`src/rtl/gpio_pad_ctrl.sv`:
```
// GPIO pad bank: registered IOBUF drive/tri-state plus a synchronized, optionally filtered
// input path with sticky edge-interrupt flags. Define GPIO_PAD_CTRL_FILTER_EN to enable the glitch filter.
module gpio_pad_ctrl #(
  parameter int WIDTH         = 8,
  parameter int FILTER_CYCLES = 4
) (
  input  logic             clk,
  input  logic             reset,
  input  logic [WIDTH-1:0] out_value,
  input  logic [WIDTH-1:0] out_enable,
  output logic [WIDTH-1:0] pad_o,
  output logic [WIDTH-1:0] pad_t,
  input  logic [WIDTH-1:0] pad_i,
  output logic [WIDTH-1:0] in_value,
  input  logic [WIDTH-1:0] rise_en,
  input  logic [WIDTH-1:0] fall_en,
  input  logic [WIDTH-1:0] irq_clear,
  output logic [WIDTH-1:0] rise_pending,
  output logic [WIDTH-1:0] fall_pending,
  output logic             irq
);

  logic [WIDTH-1:0] s1;
  logic [WIDTH-1:0] s2;
  logic [WIDTH-1:0] filt;
  logic [WIDTH-1:0] prev;
  logic [WIDTH-1:0] rise_evt;
  logic [WIDTH-1:0] fall_evt;

  // Reset forces every pad to high-Z at once, even if the bank was driving.
  always_ff @(posedge clk or posedge reset) begin
    if (reset) begin
      pad_o <= '0;
      pad_t <= '1;
    end else begin
      pad_o <= out_value;
      pad_t <= ~out_enable;
    end
  end

  always_ff @(posedge clk or posedge reset) begin
    if (reset) begin
      s1 <= '0;
      s2 <= '0;
    end else begin
      s1 <= pad_i;
      s2 <= s1;
    end
  end

`ifdef GPIO_PAD_CTRL_FILTER_EN
  localparam int CNT_W = $clog2(FILTER_CYCLES) + 1;
  localparam logic [CNT_W-1:0] CNT_LAST = CNT_W'(FILTER_CYCLES - 1);

  logic [CNT_W-1:0] cnt [WIDTH];

  // A new level is accepted only after FILTER_CYCLES consecutive disagreeing samples.
  always_ff @(posedge clk or posedge reset) begin
    if (reset) begin
      filt <= '0;
      for (int i = 0; i < WIDTH; i++) cnt[i] <= '0;
    end else begin
      for (int i = 0; i < WIDTH; i++) begin
        if (s2[i] == filt[i]) begin
          cnt[i] <= '0;
        end else if (cnt[i] == CNT_LAST) begin
          filt[i] <= s2[i];
          cnt[i]  <= '0;
        end else begin
          cnt[i] <= cnt[i] + 1'b1;
        end
      end
    end
  end
`else
  assign filt = s2;
`endif

  assign in_value = filt;
  assign rise_evt = filt & ~prev;
  assign fall_evt = ~filt & prev;

  // A new edge outranks a simultaneous clear so no event is ever lost.
  always_ff @(posedge clk or posedge reset) begin
    if (reset) begin
      prev         <= '0;
      rise_pending <= '0;
      fall_pending <= '0;
    end else begin
      prev         <= filt;
      rise_pending <= (rise_pending & ~irq_clear) | (rise_evt & rise_en);
      fall_pending <= (fall_pending & ~irq_clear) | (fall_evt & fall_en);
    end
  end

  assign irq = |(rise_pending | fall_pending);

endmodule

```
`config.mk`:
```
export PLATFORM = sky130hd
export DESIGN_NAME = gpio_pad_ctrl
export DESIGN_NICKNAME = d
export VERILOG_FILES = /design/src/rtl/gpio_pad_ctrl.sv
export SDC_FILE = /design/constraint.sdc
export NUM_CORES = 1
export LEC_CHECK = 0
export ABC_CLOCK_PERIOD_IN_PS = 5350
export CORE_ASPECT_RATIO = 1.75
export CORE_MARGIN = 8
export CORE_UTILIZATION = 40
export DETAILED_ROUTE_END_ITERATION = 7
export MAX_ROUTING_LAYER = met4
export PLACE_DENSITY = 0.91
export SYNTH_ARGS = -nofsm -noshare
export SYNTH_HDL_FRONTEND = slang
export SYNTH_SLANG_ARGS = --single-unit
```
`constraint.sdc`:
```
create_clock -name clk -period 5.35 [get_ports clk]
set_clock_uncertainty 0.2 [all_clocks]
set_input_delay 1.07 -clock clk [delete_from_list [all_inputs] [get_ports clk]]
set_output_delay 1.07 -clock clk [all_outputs]
set_load 0.1 [all_outputs]
```
==> results of run 1 <==
==> final cells by class <==
type,count,share of cell area (%)
multi-input combinational,37,6.96
timing repair buffer,90,32.8
sequential,56,51.3
tap,49,2.23
clock buffer,8,3.28
inverter,25,3.41
==> cell families after synthesis <==
logic type      Yosys count
compound gates           16
buf+inv                  25
flops                    56
simple gates             21
==> per-layer routing <==
layer / wire (um) / part of all wire (%) / GRT usage (%) / up-vias
met5: 0 / 0 / - / -
met4: 61 / 1.5 / 5.07 / 0
met3: 301 / 7.3 / 4.39 / 6
met2: 2390 / 58 / 24.1 / 48
met1: 1350 / 33 / 11.0 / 590
li1: - / - / - / 571
==> registers in the layout, summed over array words and instances, names as in the netlist <==
register      flops
fall_pending      8
in_value          8
pad_o             8
pad_t             8
prev              8
rise_pending      8
s1                8
==> worst register-to-register path, delay by kind of cell (launching register included) <==
family          cells  cell delay (ns)
flops               1             0.41
simple gates        1             0.07
compound gates      1             0.14
==> report_power, final <==
group,total (uW),internal [uW],switching [uW]
clock network,223,106,117
registers,465,450,14.9
logic,245,70.7,174
total,933,626,306
==> cell usage in the layout (no fill, tap or decap) <==
master | synthesis | routed
sky130_fd_sc_hd__clkdlybuf4s50_1 | 0 | 90
sky130_fd_sc_hd__dfrtp_1 | 48 | 48
sky130_fd_sc_hd__inv_1 | 25 | 24
sky130_fd_sc_hd__nand2_1 | 16 | 16
sky130_fd_sc_hd__o22ai_1 | 16 | 16
sky130_fd_sc_hd__dfstp_2 | 8 | 8
sky130_fd_sc_hd__clkbuf_8 | 0 | 6
sky130_fd_sc_hd__nor4_1 | 4 | 4
sky130_fd_sc_hd__clkbuf_1 | 0 | 2
sky130_fd_sc_hd__nand4_1 | 1 | 1
sky130_fd_sc_hd__inv_2 | 0 | 1
==> per-stage QoR <==
| stage | worst slack (ns) | utilization [%] | hold WS (ns) | cell area [um^2] | std cells |
|---|---|---|---|---|---|
| after CTS | 1.76 | 66.9 | 0.156 | 2750 | 265 |
| after detailed placement | 2.09 | 64.7 | 0.136 | 2660 | 257 |
| after global placement | 2.16 | 64.7 | 0.131 | 2660 | 257 |
| after global routing | 1.73 | 66.9 | 0.168 | 2750 | 265 |
| after floorplan | 2.02 | - | 0.131 | 1700 | 118 |
| final | 1.85 | 66.9 | 0.155 | 2750 | 265 |
==> worst min path at each step <==
stage | to | cells past startpoint
after global placement | in_value[1] | 0
after CTS | in_value[6] | 0
final | in_value[4] | 0
after global routing | in_value[6] | 0
after detailed placement | in_value[6] | 0
after floorplan | in_value[0] | 0
==> PnR_summary.wiki, run 1 <==
{| class="wikitable"
! Metric !! Value
|-
| Total Power Consumption || between 900 and 1000 uW
|-
| Leading area contributor after synthesis || sky130_fd_sc_hd__dfrtp_1
|-
| Cell with the largest stage delay on the worst path || sky130_fd_sc_hd__clkdlybuf4s50_1
|-
| Detailed-router iteration count before antenna repair || 4
|-
| Count of unresolved DRC violations after routing || 0
|-
| IO Pins || 91
|-
| Global-route usage over all layers || between 10 and 15%
|-
| Via density || 4.58
|-
| Number of global-route vias before repair || approximately 1,400
|-
| Clock latency of the later-clocked register in the worst-skew pair || 0.29 ns
|-
| Deepest clock path buffer count || 2
|-
| Reg2Reg Capture Point || rise_pending[2]
|-
| Outcome || finished, final reports clean
|-
| Timing endpoint of the critical path || irq
|-
| Count of flip-flops with a built-in enable after synthesis || 0
|-
| Multi-input logic area || 191 um^2
|-
| Main combinational cell family by area after synthesis || compound AO/OA/AOI/OAI gates
|-
| Wire length reported by the detailed router || around 4000 um
|-
| Share of post-route cells with drive strength above 1 || around 6.9%
|-
| Delay contributed by the slowest stage of the critical path || about 1 ns
|-
| Fraction of the mapped netlist area in compound gates || 5.90%
|-
| Final Cycle Share || between 60% and 70%
|-
| Synthesis warning total || 0
|-
| Delay-heaviest family, CP || buffers and inverters
|-
| Kind of end point of the critical path || output pin
|-
| Clock slew at the register clock pins of the worst setup and hold paths || 0.09 ns
|-
| Final setup TNS || 0 ns
|-
| CTS buffer count || 5
|-
| Drt initial violations || 22
|-
| Hold_sp || s1[4]
|-
| Remaining antenna violation count after routing || 0
|-
| Congestion Overflow GR || 0
|-
| Setup repair after global routing missed its margin || false
|-
| Simple-Gate Fraction of Synth Area || 5.38%
|-
| Floorplan row count || 31
|-
| Maximum ir drop on the vdd rail || approximately 0.00026 V
|-
| RR Startpoint || in_value[2]
|-
| Quantity of hold-fixing buffers added after cts || 0
|-
| Die width || between 60 and 70 um
|-
| Synth Flop Type || sky130_fd_sc_hd__dfrtp_1
|-
| CP Buf/Inv Count || 1
|-
| NumNets Final || ~270
|-
| Number of H-tree levels || 2
|-
| Startpoint type of the worst setup path || flop
|-
| Post-Syn Instances || 118
|-
| Worst reg2reg setup slack || 4.45 ns
|-
| Fraction of synthesized area in multiplexers || 0%
|-
| Cell at the root of the clock tree || sky130_fd_sc_hd__clkbuf_8
|-
| Number of cells on the worst reg-to-reg path || 2
|-
| Number of synthesized register bits || 56
|-
| Ordered cell list for the critical path || nor4_1, nand4_1, clkdlybuf4s50_1
|-
| Initial antenna violation count || 0
|-
| Number of library cell types mapped by synthesis || 7
|-
| Most numerous cell in the Yosys netlist || sky130_fd_sc_hd__dfrtp_1
|-
| Slew HR || between 20% and 30%
|-
| Buffer count from post-CTS setup fixing || 0
|-
| Maximum frequency from static timing analysis || roughly 0.29 GHz
|-
| Highest fanout seen on the critical path || 3
|-
| Synthesized-area fraction occupied by xor and xnor cells || 0%
|-
| Hold crit path type || flop to flop
|-
| Fill cell total of the finished layout || between 300 and 400
|-
| CTS-repair resized insts || 0
|-
| Die Height || just over 100 um
|-
| Worst path arrival time || approximately 2.2 ns
|-
| Ranking of synthesized cells by instance count || sky130_fd_sc_hd__dfrtp_1, sky130_fd_sc_hd__inv_1, sky130_fd_sc_hd__nand2_1, sky130_fd_sc_hd__o22ai_1, sky130_fd_sc_hd__dfstp_2
|-
| Post-synthesis share of cell area spent on full adders, half adders and majority gates || 0%
|-
| Area growth syn-to-layout || 62.0%
|-
| Detailed placement HPWL || approximately 3400 um
|-
| Total number of vias || around 1,200
|-
| Wire length of the first global-routing pass || between 6000 and 7000 um
|-
| Avg Inst Size Synth || between 10 and 15 um^2
|-
| Starting Density || 41.3%
|-
| Die Area || around 6700 um^2
|-
| Static power due to leakage || about 0.0012 uW
|-
| Number of nets in the synthesized netlist || around 170
|-
| Final hold violation count || 0
|-
| Worst setup path start || fall_pending[6]
|-
| Quantity of I/O buffers inserted on ports || 90
|-
| Sequential cell area || 1410 um^2
|-
| Gp weighted congestion || 0.746
|-
| Proportion of synthesized flip-flops having asynchronous set or reset || 100%
|-
| Count of final max-slew check failures || 0
|-
| CTS sink count || 56
|-
| Transition time at the pin with the least slew margin || 1.07 ns
|-
| Core region area || between 4000 and 5000 um^2
|-
| Power density over the cells || roughly 340 nW/um^2
|-
| Largest net degree at the start of global routing || 57
|-
| Yosys top cell area share || 70.8%
|-
| Path type of the worst setup path || flop to output pin
|-
| Mean routed wirelength per cell || around 16 um
|-
| Synth area leaders || sky130_fd_sc_hd__dfrtp_1, sky130_fd_sc_hd__dfstp_2, sky130_fd_sc_hd__o22ai_1
|-
| Final antenna diode count || 0
|-
| Sequential area share after synthesis || between 80% and 90%
|-
| Setup violators final || 0
|-
| Required time of the critical path || between 4 and 5 ns
|-
| Worst path depth || 3
|-
| Post-route minimum period || about 3.5 ns
|-
| Clock tree from TritonCTS || built
|-
| Post-synth design cell area || 1700 um^2
|-
| Number of maximum-capacitance violations || 0
|}
Power figures use the tool's default switching activity.
==> inputs of run 2 (changes only) <==
==> config.mk (replaced) <==
export PLATFORM = sky130hd
export DESIGN_NAME = gpio_pad_ctrl
export DESIGN_NICKNAME = d
export VERILOG_FILES = /design/src/rtl/gpio_pad_ctrl.sv
export SDC_FILE = /design/constraint.sdc
export NUM_CORES = 1
export LEC_CHECK = 0
export ABC_CLOCK_PERIOD_IN_PS = 2900
export CORE_ASPECT_RATIO = 1.75
export CORE_MARGIN = 8
export CORE_UTILIZATION = 34
export DETAILED_ROUTE_END_ITERATION = 7
export MAX_ROUTING_LAYER = met4
export PLACE_DENSITY = 0.83
export SYNTH_ARGS = -nofsm -noshare
export SYNTH_HDL_FRONTEND = slang
export SYNTH_SLANG_ARGS = --single-unit
==> constraint.sdc (replaced) <==
create_clock -name clk -period 2.9 [get_ports clk]
set_clock_uncertainty 0.2 [all_clocks]
set_input_delay 0.58 -clock clk [delete_from_list [all_inputs] [get_ports clk]]
set_output_delay 0.58 -clock clk [all_outputs]
set_load 0.1 [all_outputs]
==> run 2 against run 1 <==
  * Core utilization fell by 12 points
  * Register-to-register slack got worse by 2.4 ns
  * Sequential power rose by 85%
  * Worst setup slack got worse by 1.3 ns
==> PnR_summary.wiki, run 2 (synthesized netlist as in run 1, its figures left out) <==
{| class="wikitable"
! Metric !! Value
|-
| Outcome || finished, final reports clean (unchanged)
|-
| Setup repair after global routing missed its margin || false (unchanged)
|-
| Clock tree from TritonCTS || built (unchanged)
|-
| Congestion Overflow GR || 0 (unchanged)
|-
| Die width || 69.4 um (was 65.2 um)
|-
| Share of post-route cells with drive strength above 1 || 27.1% (was 6.94%)
|-
| Quantity of I/O buffers inserted on ports || 90 (unchanged)
|-
| Highest fanout seen on the critical path || 3 (unchanged)
|-
| Setup violators final || 0 (unchanged)
|-
| Die Height || 109 um (was 102 um)
|-
| Cell at the root of the clock tree || sky130_fd_sc_hd__clkbuf_8 (unchanged)
|-
| CTS sink count || 56 (unchanged)
|-
| Die Area || 7600 um^2 (was 6660 um^2)
|-
| Power density over the cells || 664 nW/um^2 (was 339 nW/um^2)
|-
| Ordered cell list for the critical path || nor4_1, nand4_1, buf_4 (was nor4_1, nand4_1, clkdlybuf4s50_1)
|-
| Total net switching power || 577 uW (was 306 uW)
|-
| Path type of the worst setup path || flop to output pin (unchanged)
|-
| Number of maximum-capacitance violations || 0 (unchanged)
|-
| Initial antenna violation count || 0 (unchanged)
|-
| Largest net degree at the start of global routing || 26 (was 57)
|-
| Startpoint type of the worst setup path || flop (unchanged)
|-
| Clock latency of the later-clocked register in the worst-skew pair || 0.30 ns (was 0.29 ns)
|-
| Worst path arrival time || 1.54 ns (was 2.23 ns)
|-
| Remaining antenna violation count after routing || 0 (unchanged)
|-
| Drt initial violations || 50 (was 22)
|-
| Gp weighted congestion || 0.762 (was 0.746)
|-
| Cell with the largest stage delay on the worst path || sky130_fd_sc_hd__nor4_1 (was sky130_fd_sc_hd__clkdlybuf4s50_1)
|-
| Power Internal || 1210 uW (was 626 uW)
|-
| Post-route minimum period || around 2.3 ns
|-
| Wire length of the first global-routing pass || 6430 um (was 6200 um)
|-
| Power share of the clock group || 27.1% (was 23.9%)
|-
| Wire length reported by the detailed router || 4080 um (was 4110 um)
|-
| IO Pins || 91 (unchanged)
|-
| Mean routed wirelength per cell || 15.0 um (was 15.5 um)
|-
| Worst setup slack after placement || 0.884 ns (was 2.09 ns)
|-
| Static power due to leakage || 0.00127 uW (was 0.00121 uW)
|-
| NumNets Final || 267 (was 265)
|-
| Kind of end point of the critical path || output pin (unchanged)
|-
| Deepest clock path buffer count || 2 (unchanged)
|-
| Multi-input logic area || 191 um^2 (unchanged)
|-
| Worst setup slack after layout || 0.577 ns (was 1.85 ns)
|-
| Number of global-route vias before repair || 1,347 (was 1,393)
|-
| Delay contributed by the slowest stage of the critical path || 0.43 ns (was 0.99 ns)
|-
| Count of unresolved DRC violations after routing || 0 (unchanged)
|-
| Quantity of hold-fixing buffers added after cts || 0 (unchanged)
|-
| Global-route usage over all layers || 11.0% (was 12.8%)
|-
| Commonest non-fill, non-tap cell in the layout || sky130_fd_sc_hd__clkdlybuf4s50_1 (unchanged)
|-
| Maximum ir drop on the vdd rail || 0.000526 V (was 0.000263 V)
|-
| Clock slew at the register clock pins of the worst setup and hold paths || 0.09 ns (about the same)
|-
| Final antenna diode count || 0 (unchanged)
|-
| Core region area || 4890 um^2 (was 4110 um^2)
|-
| Fill cell total of the finished layout || 432 (was 321)
|-
| Count of final max-slew check failures || 0 (unchanged)
|-
| Detailed placement HPWL || 3340 um (was 3380 um)
|-
| Fraction of power consumed by combinational cells || 24.8% (was 26.3%)
|-
| Leading cell types in the layout, fill and taps excluded || sky130_fd_sc_hd__clkdlybuf4s50_1, sky130_fd_sc_hd__dfrtp_1, sky130_fd_sc_hd__buf_4, sky130_fd_sc_hd__inv_1 (was sky130_fd_sc_hd__clkdlybuf4s50_1, sky130_fd_sc_hd__dfrtp_1, sky130_fd_sc_hd__inv_1, sky130_fd_sc_hd__nand2_1, sky130_fd_sc_hd__o22ai_1)
|-
| Required time of the critical path || 2.12 ns (was 4.08 ns)
|-
| Transition time at the pin with the least slew margin || 0.416 ns (was 1.07 ns)
|-
| Final hold violation count || 0 (unchanged)
|-
| Net Sw Frac || 32.4% (was 32.8%)
|-
| Buffer count from post-CTS setup fixing || 0 (unchanged)
|-
| Number of H-tree levels || 2 (unchanged)
|-
| Final setup TNS || 0 ns (unchanged)
|-
| Detailed-router iteration count before antenna repair || 4 (unchanged)
|-
| Area growth syn-to-layout || 58.3% (was 62.0%)
|-
| Final Cycle Share || about four fifths
|-
| CTS-repair resized insts || 0 (unchanged)
|-
| Maximum frequency from static timing analysis || between 0.4 and 0.5 GHz
|-
| Sequential fraction of design power || 48.1% (was 49.8%)
|-
| Floorplan row count || 34 (was 31)
|-
| Starting Density || 34.7% (was 41.3%)
|-
| Via density || 4.43 (was 4.58)
|-
| Sequential cell area || 1410 um^2 (unchanged)
|-
| Hold crit path type || flop to flop (unchanged)
|-
| Total number of vias || 1,206 (was 1,215)
|-
| CTS buffer count || 5 (unchanged)
|-
| Slew HR || 72.0% (was 28.4%)
|}
-- run 2: cell types whose count changed in the layout (fill, tap and decap cells not counted), sizes merged --
cell | before | now
bufinv | 0 | 1
clkinv | 0 | 1
buf | 0 | 43
clkbuf | 8 | 6
clkdlybuf4s50 | 90 | 49
-- run 2: power by group through the flow --
stage	sequential [uW]	combinational, uW	clock [uW]
2_1_floorplan	1130	43.5	0
3_3_place_gp	869	444	0
3_5_place_dp	874	445	0
4_1_cts	859	446	506
5_1_grt	865	459	533
6_report	858	441	484
-- run 2: worst max-delay path: cells and delay by family (launching register included) --
kind	cells	cell delay [ns]
AND/OR/NAND/NOR	2	0.58
flip-flops	1	0.41
buffers and inverters	1	0.26
-- run 2: metal layers --
| layer | routed length, um | global-route usage, % | part of all wire (%) |
|---|---|---|---|
| met5 | 0 | - | 0 |
| met1 | 1510 | 10.9 | 37 |
| met4 | 66 | 5.74 | 1.6 |
| met3 | 210 | 2.89 | 5.2 |
| met2 | 2290 | 19.5 | 56 |
-- run 2: worst paths after layout --
path | startpoint | to | slack [ns] | cells after the start
max | fall_pending[6] | irq | 0.58 | 3
min in group asynchronous | reset | pad_o[1] | 0.30 | 2
max in group asynchronous | reset | pad_t[2] | 1.63 | 3
max reg2reg | fall_pending[1] | fall_pending[1] | 2.02 | 2
min reg2reg | s1[6] | in_value[6] | 0.15 | 0
min | s1[6] | in_value[6] | 0.15 | 0
-- run 2: cell type report --
class	instances	share of cell area (%)
clock inverters	2	1.30
inverters	25	3.49
repair buffers	92	30.3
flip-flops and latches	56	52.6
clock buffers	6	2.70
multi-input cells	37	7.13
well taps	54	2.52
-- run 2: stage by stage --
stage,instance area (um^2),total power (uW),instances,hold WS (ns),utilization [%]
final,2690,1780,272,0.146,54.9
after global placement,2580,1310,264,0.131,52.7
after CTS,2690,1810,272,0.148,54.9
after detailed placement,2580,1320,264,0.135,52.7
after floorplan,1700,1170,118,0.131,-
after global routing,2690,1860,272,0.157,54.9
==> inputs of run 3 (changes only) <==
--- a/config.mk
+++ b/config.mk
@@ -5,7 +5,7 @@
 export SDC_FILE = /design/constraint.sdc
 export NUM_CORES = 1
 export LEC_CHECK = 0
-export ABC_CLOCK_PERIOD_IN_PS = 2900
+export ABC_CLOCK_PERIOD_IN_PS = 1980
 export CORE_ASPECT_RATIO = 1.75
 export CORE_MARGIN = 8
 export CORE_UTILIZATION = 34
==> constraint.sdc (replaced) <==
create_clock -name clk -period 1.98 [get_ports clk]
set_clock_uncertainty 0.2 [all_clocks]
set_input_delay 0.396 -clock clk [delete_from_list [all_inputs] [get_ports clk]]
set_output_delay 0.396 -clock clk [all_outputs]
set_load 0.1 [all_outputs]
==> run 3 against run 2 <==
  * The run now ends with setup timing left
  * Critical path depth unchanged
  * Core utilization increased by 12 points
  * Register-to-register slack got worse by 1.1 ns
  * Clock-buffer cell count unchanged
  * Critical endpoint unchanged
  * Non-clock buffer count increased by 3
  * Global-route usage increased by 1.3 points
  * Worst hold slack improved by 0.0048 ns
  * Sequential power increased by 52%
==> PnR_summary.wiki, run 3 (synthesized netlist as in run 1, its figures left out) <==
{| class="wikitable"
! Metric !! Value
|-
| Detailed placement HPWL || 3740 um (was 3340 um)
|-
| Core region area || 4890 um^2 (unchanged)
|-
| Gp weighted congestion || 0.800 (was 0.762)
|-
| Via density || 4.55 (was 4.43)
|-
| Die width || 69.4 um (unchanged)
|-
| Final Cycle Share || 103%
|-
| Number of global-route vias before repair || 1,412 (was 1,347)
|-
| Slew HR || 83.8% (was 72.0%)
|-
| Largest net degree at the start of global routing || 37 (was 26)
|-
| Congestion Overflow GR || 0 (unchanged)
|-
| Kind of end point of the critical path || output pin (unchanged)
|-
| Count of final max-slew check failures || 0 (unchanged)
|-
| Hold crit path type || flop to flop (unchanged)
|-
| Final hold violation count || 0 (unchanged)
|-
| Transition time at the pin with the least slew margin || 0.241 ns (was 0.416 ns)
|-
| Highest fanout seen on the critical path || 3 (unchanged)
|-
| Share of post-route cells with drive strength above 1 || 36.7% (was 27.1%)
|-
| Initial antenna violation count || 0 (unchanged)
|-
| Path type of the worst setup path || flop to output pin (unchanged)
|-
| Drt initial violations || 33 (was 50)
|-
| Global-route usage over all layers || 12.3% (was 11.0%)
|-
| Detailed-router iteration count before antenna repair || 4 (unchanged)
|-
| Count of unresolved DRC violations after routing || 0 (unchanged)
|-
| Worst setup slack after layout || -0.0590 ns (was 0.577 ns)
|-
| Number of maximum-capacitance violations || 0 (unchanged)
|-
| Quantity of I/O buffers inserted on ports || 90 (unchanged)
|-
| Remaining antenna violation count after routing || 0 (unchanged)
|-
| Maximum ir drop on the vdd rail || 0.000660 V (was 0.000526 V)
|-
| Maximum frequency from static timing analysis || 0.490 GHz
|-
| Die Area || 7600 um^2 (unchanged)
|-
| IO Pins || 91 (unchanged)
|-
| Mean routed wirelength per cell || 16.8 um (was 15.0 um)
|-
| Setup violators final || 1 (was 0)
|-
| Leading cell types in the layout, fill and taps excluded || sky130_fd_sc_hd__clkdlybuf4s50_1, sky130_fd_sc_hd__buf_12, sky130_fd_sc_hd__dfrtp_1, sky130_fd_sc_hd__inv_1 (was sky130_fd_sc_hd__clkdlybuf4s50_1, sky130_fd_sc_hd__dfrtp_1, sky130_fd_sc_hd__buf_4, sky130_fd_sc_hd__inv_1)
|-
| Clock latency of the later-clocked register in the worst-skew pair || 0.30 ns (about the same)
|-
| Static power due to leakage || 0.00145 uW (was 0.00127 uW)
|-
| Deepest clock path buffer count || 2 (unchanged)
|-
| Required time of the critical path || 1.38 ns (was 2.12 ns)
|-
| Worst path arrival time || 1.44 ns (was 1.54 ns)
|-
| Final antenna diode count || 0 (unchanged)
|-
| Placed Cells || 264 (unchanged)
|-
| Die Height || 109 um (unchanged)
|-
| Cell at the root of the clock tree || sky130_fd_sc_hd__clkbuf_8 (unchanged)
|-
| GR peak layer || met2 (unchanged)
|-
| NumNets Final || 270 (was 267)
|-
| Startpoint type of the worst setup path || flop (unchanged)
|-
| Quantity of hold-fixing buffers added after cts || 0 (unchanged)
|-
| Floorplan row count || 34 (unchanged)
|-
| Global-route met1 utilization || 11.0% (was 10.9%)
|-
| Post-route minimum period || 2.04 ns
|-
| Setup repair after global routing missed its margin || true (was false)
|-
| CTS buffer count || 5 (unchanged)
|-
| Number of H-tree levels || 2 (unchanged)
|-
| Total number of vias || 1,250 (was 1,206)
|-
| Power density over the cells || 855 nW/um^2 (was 664 nW/um^2)
|-
| Clock tree from TritonCTS || built (unchanged)
|-
| Starting Density || 34.7% (unchanged)
|-
| Fraction of met2 tracks used by global routing || 23.3% (was 19.5%)
|-
| Failing checks || setup timing
|-
| CTS sink count || 56 (unchanged)
|-
| Clock slew at the register clock pins of the worst setup and hold paths || 0.09 ns (about the same)
|-
| Wire length reported by the detailed router || 4610 um (was 4080 um)
|-
| Worst hold slack || 0.150 ns (was 0.146 ns)
|-
| Final instance count without filler cells || 275 (was 272)
|-
| Area growth syn-to-layout || 93.9% (was 58.3%)
|-
| Met3 Use GR || 3.61% (was 2.89%)
|-
| Wire length of the first global-routing pass || 7140 um (was 6430 um)
|-
| Outcome || complete, but fails checks (was finished, final reports clean)
|-
| Fill cell total of the finished layout || 339 (was 432)
|-
| Worst reg2reg setup slack || 0.94 ns (was 2.02 ns)
|-
| Total Power Consumption || 2810 uW (was 1780 uW)
|-
| Final setup TNS || -0.0590 ns (was 0 ns)
|-
| Commonest non-fill, non-tap cell in the layout || sky130_fd_sc_hd__clkdlybuf4s50_1 (unchanged)
|-
| Util after Layout || 67.2% (was 54.9%)
|}
==> run 3: changes by cell type in the layout (fill, tap and decap cells not counted), sizes merged <==
cell  before  now
buf       43   46
==> run 3: report_power, final <==
group	switching, uW	internal, uW
clock	334	375
sequential	74.0	1220
combinational	483	323
==> run 3: worst max-delay path, cell delays in order (launching register included) <==
cell and delay, ns:
sky130_fd_sc_hd__dfrtp_2 0.45, sky130_fd_sc_hd__nor4_4 0.30, sky130_fd_sc_hd__nand4_1 0.18, sky130_fd_sc_hd__buf_12 0.21
==> run 3: layout make-up <==
| class | count | area [um^2] | share of cell area (%) |
|---|---|---|---|
| clock buffer | 6 | 72.6 | 2.21 |
| clock inverter | 2 | 35.0 | 1.07 |
| inverter | 25 | 93.8 | 2.85 |
| multi-input combinational | 37 | 228 | 6.92 |
| sequential | 56 | 1430 | 43.5 |
| tap | 54 | 67.6 | 2.05 |
| timing repair buffer | 95 | 1360 | 41.4 |
==> run 3: final timing paths <==
check                                 from         endpoint  depth (start not counted)
max                        rise_pending[7]              irq                          3
min                                  s1[3]      in_value[3]                          0
max reg2reg                fall_pending[5]  fall_pending[5]                          3
min reg2reg                          s1[3]      in_value[3]                          0
max in group asynchronous            reset         pad_t[2]                          3
min in group asynchronous            reset          prev[4]                          3
==> run 3: layer usage <==
layer / share of wire, % / wire length, um
met2: 60 / 2760
met1: 32 / 1500
met4: 2.4 / 110
met3: 5.2 / 240
met5: 0 / 0
==> run 3: through the flow <==
step | instance area, um^2 | setup WS, ns
after global routing | 3290 | -0.112
final | 3290 | -0.0590
after CTS | 3270 | -0.0800
after global placement | 3120 | 0.0986
after floorplan | 1720 | -0.474
after detailed placement | 3120 | 0.0859
==> run 3: what timing repair did <==
item / 4_1_cts / 5_1_grt
setup endpoints to repair: 1 / 1
resized for setup: 4 / 1
pin swaps: 2 / 2
buffers inserted: 2 / 1
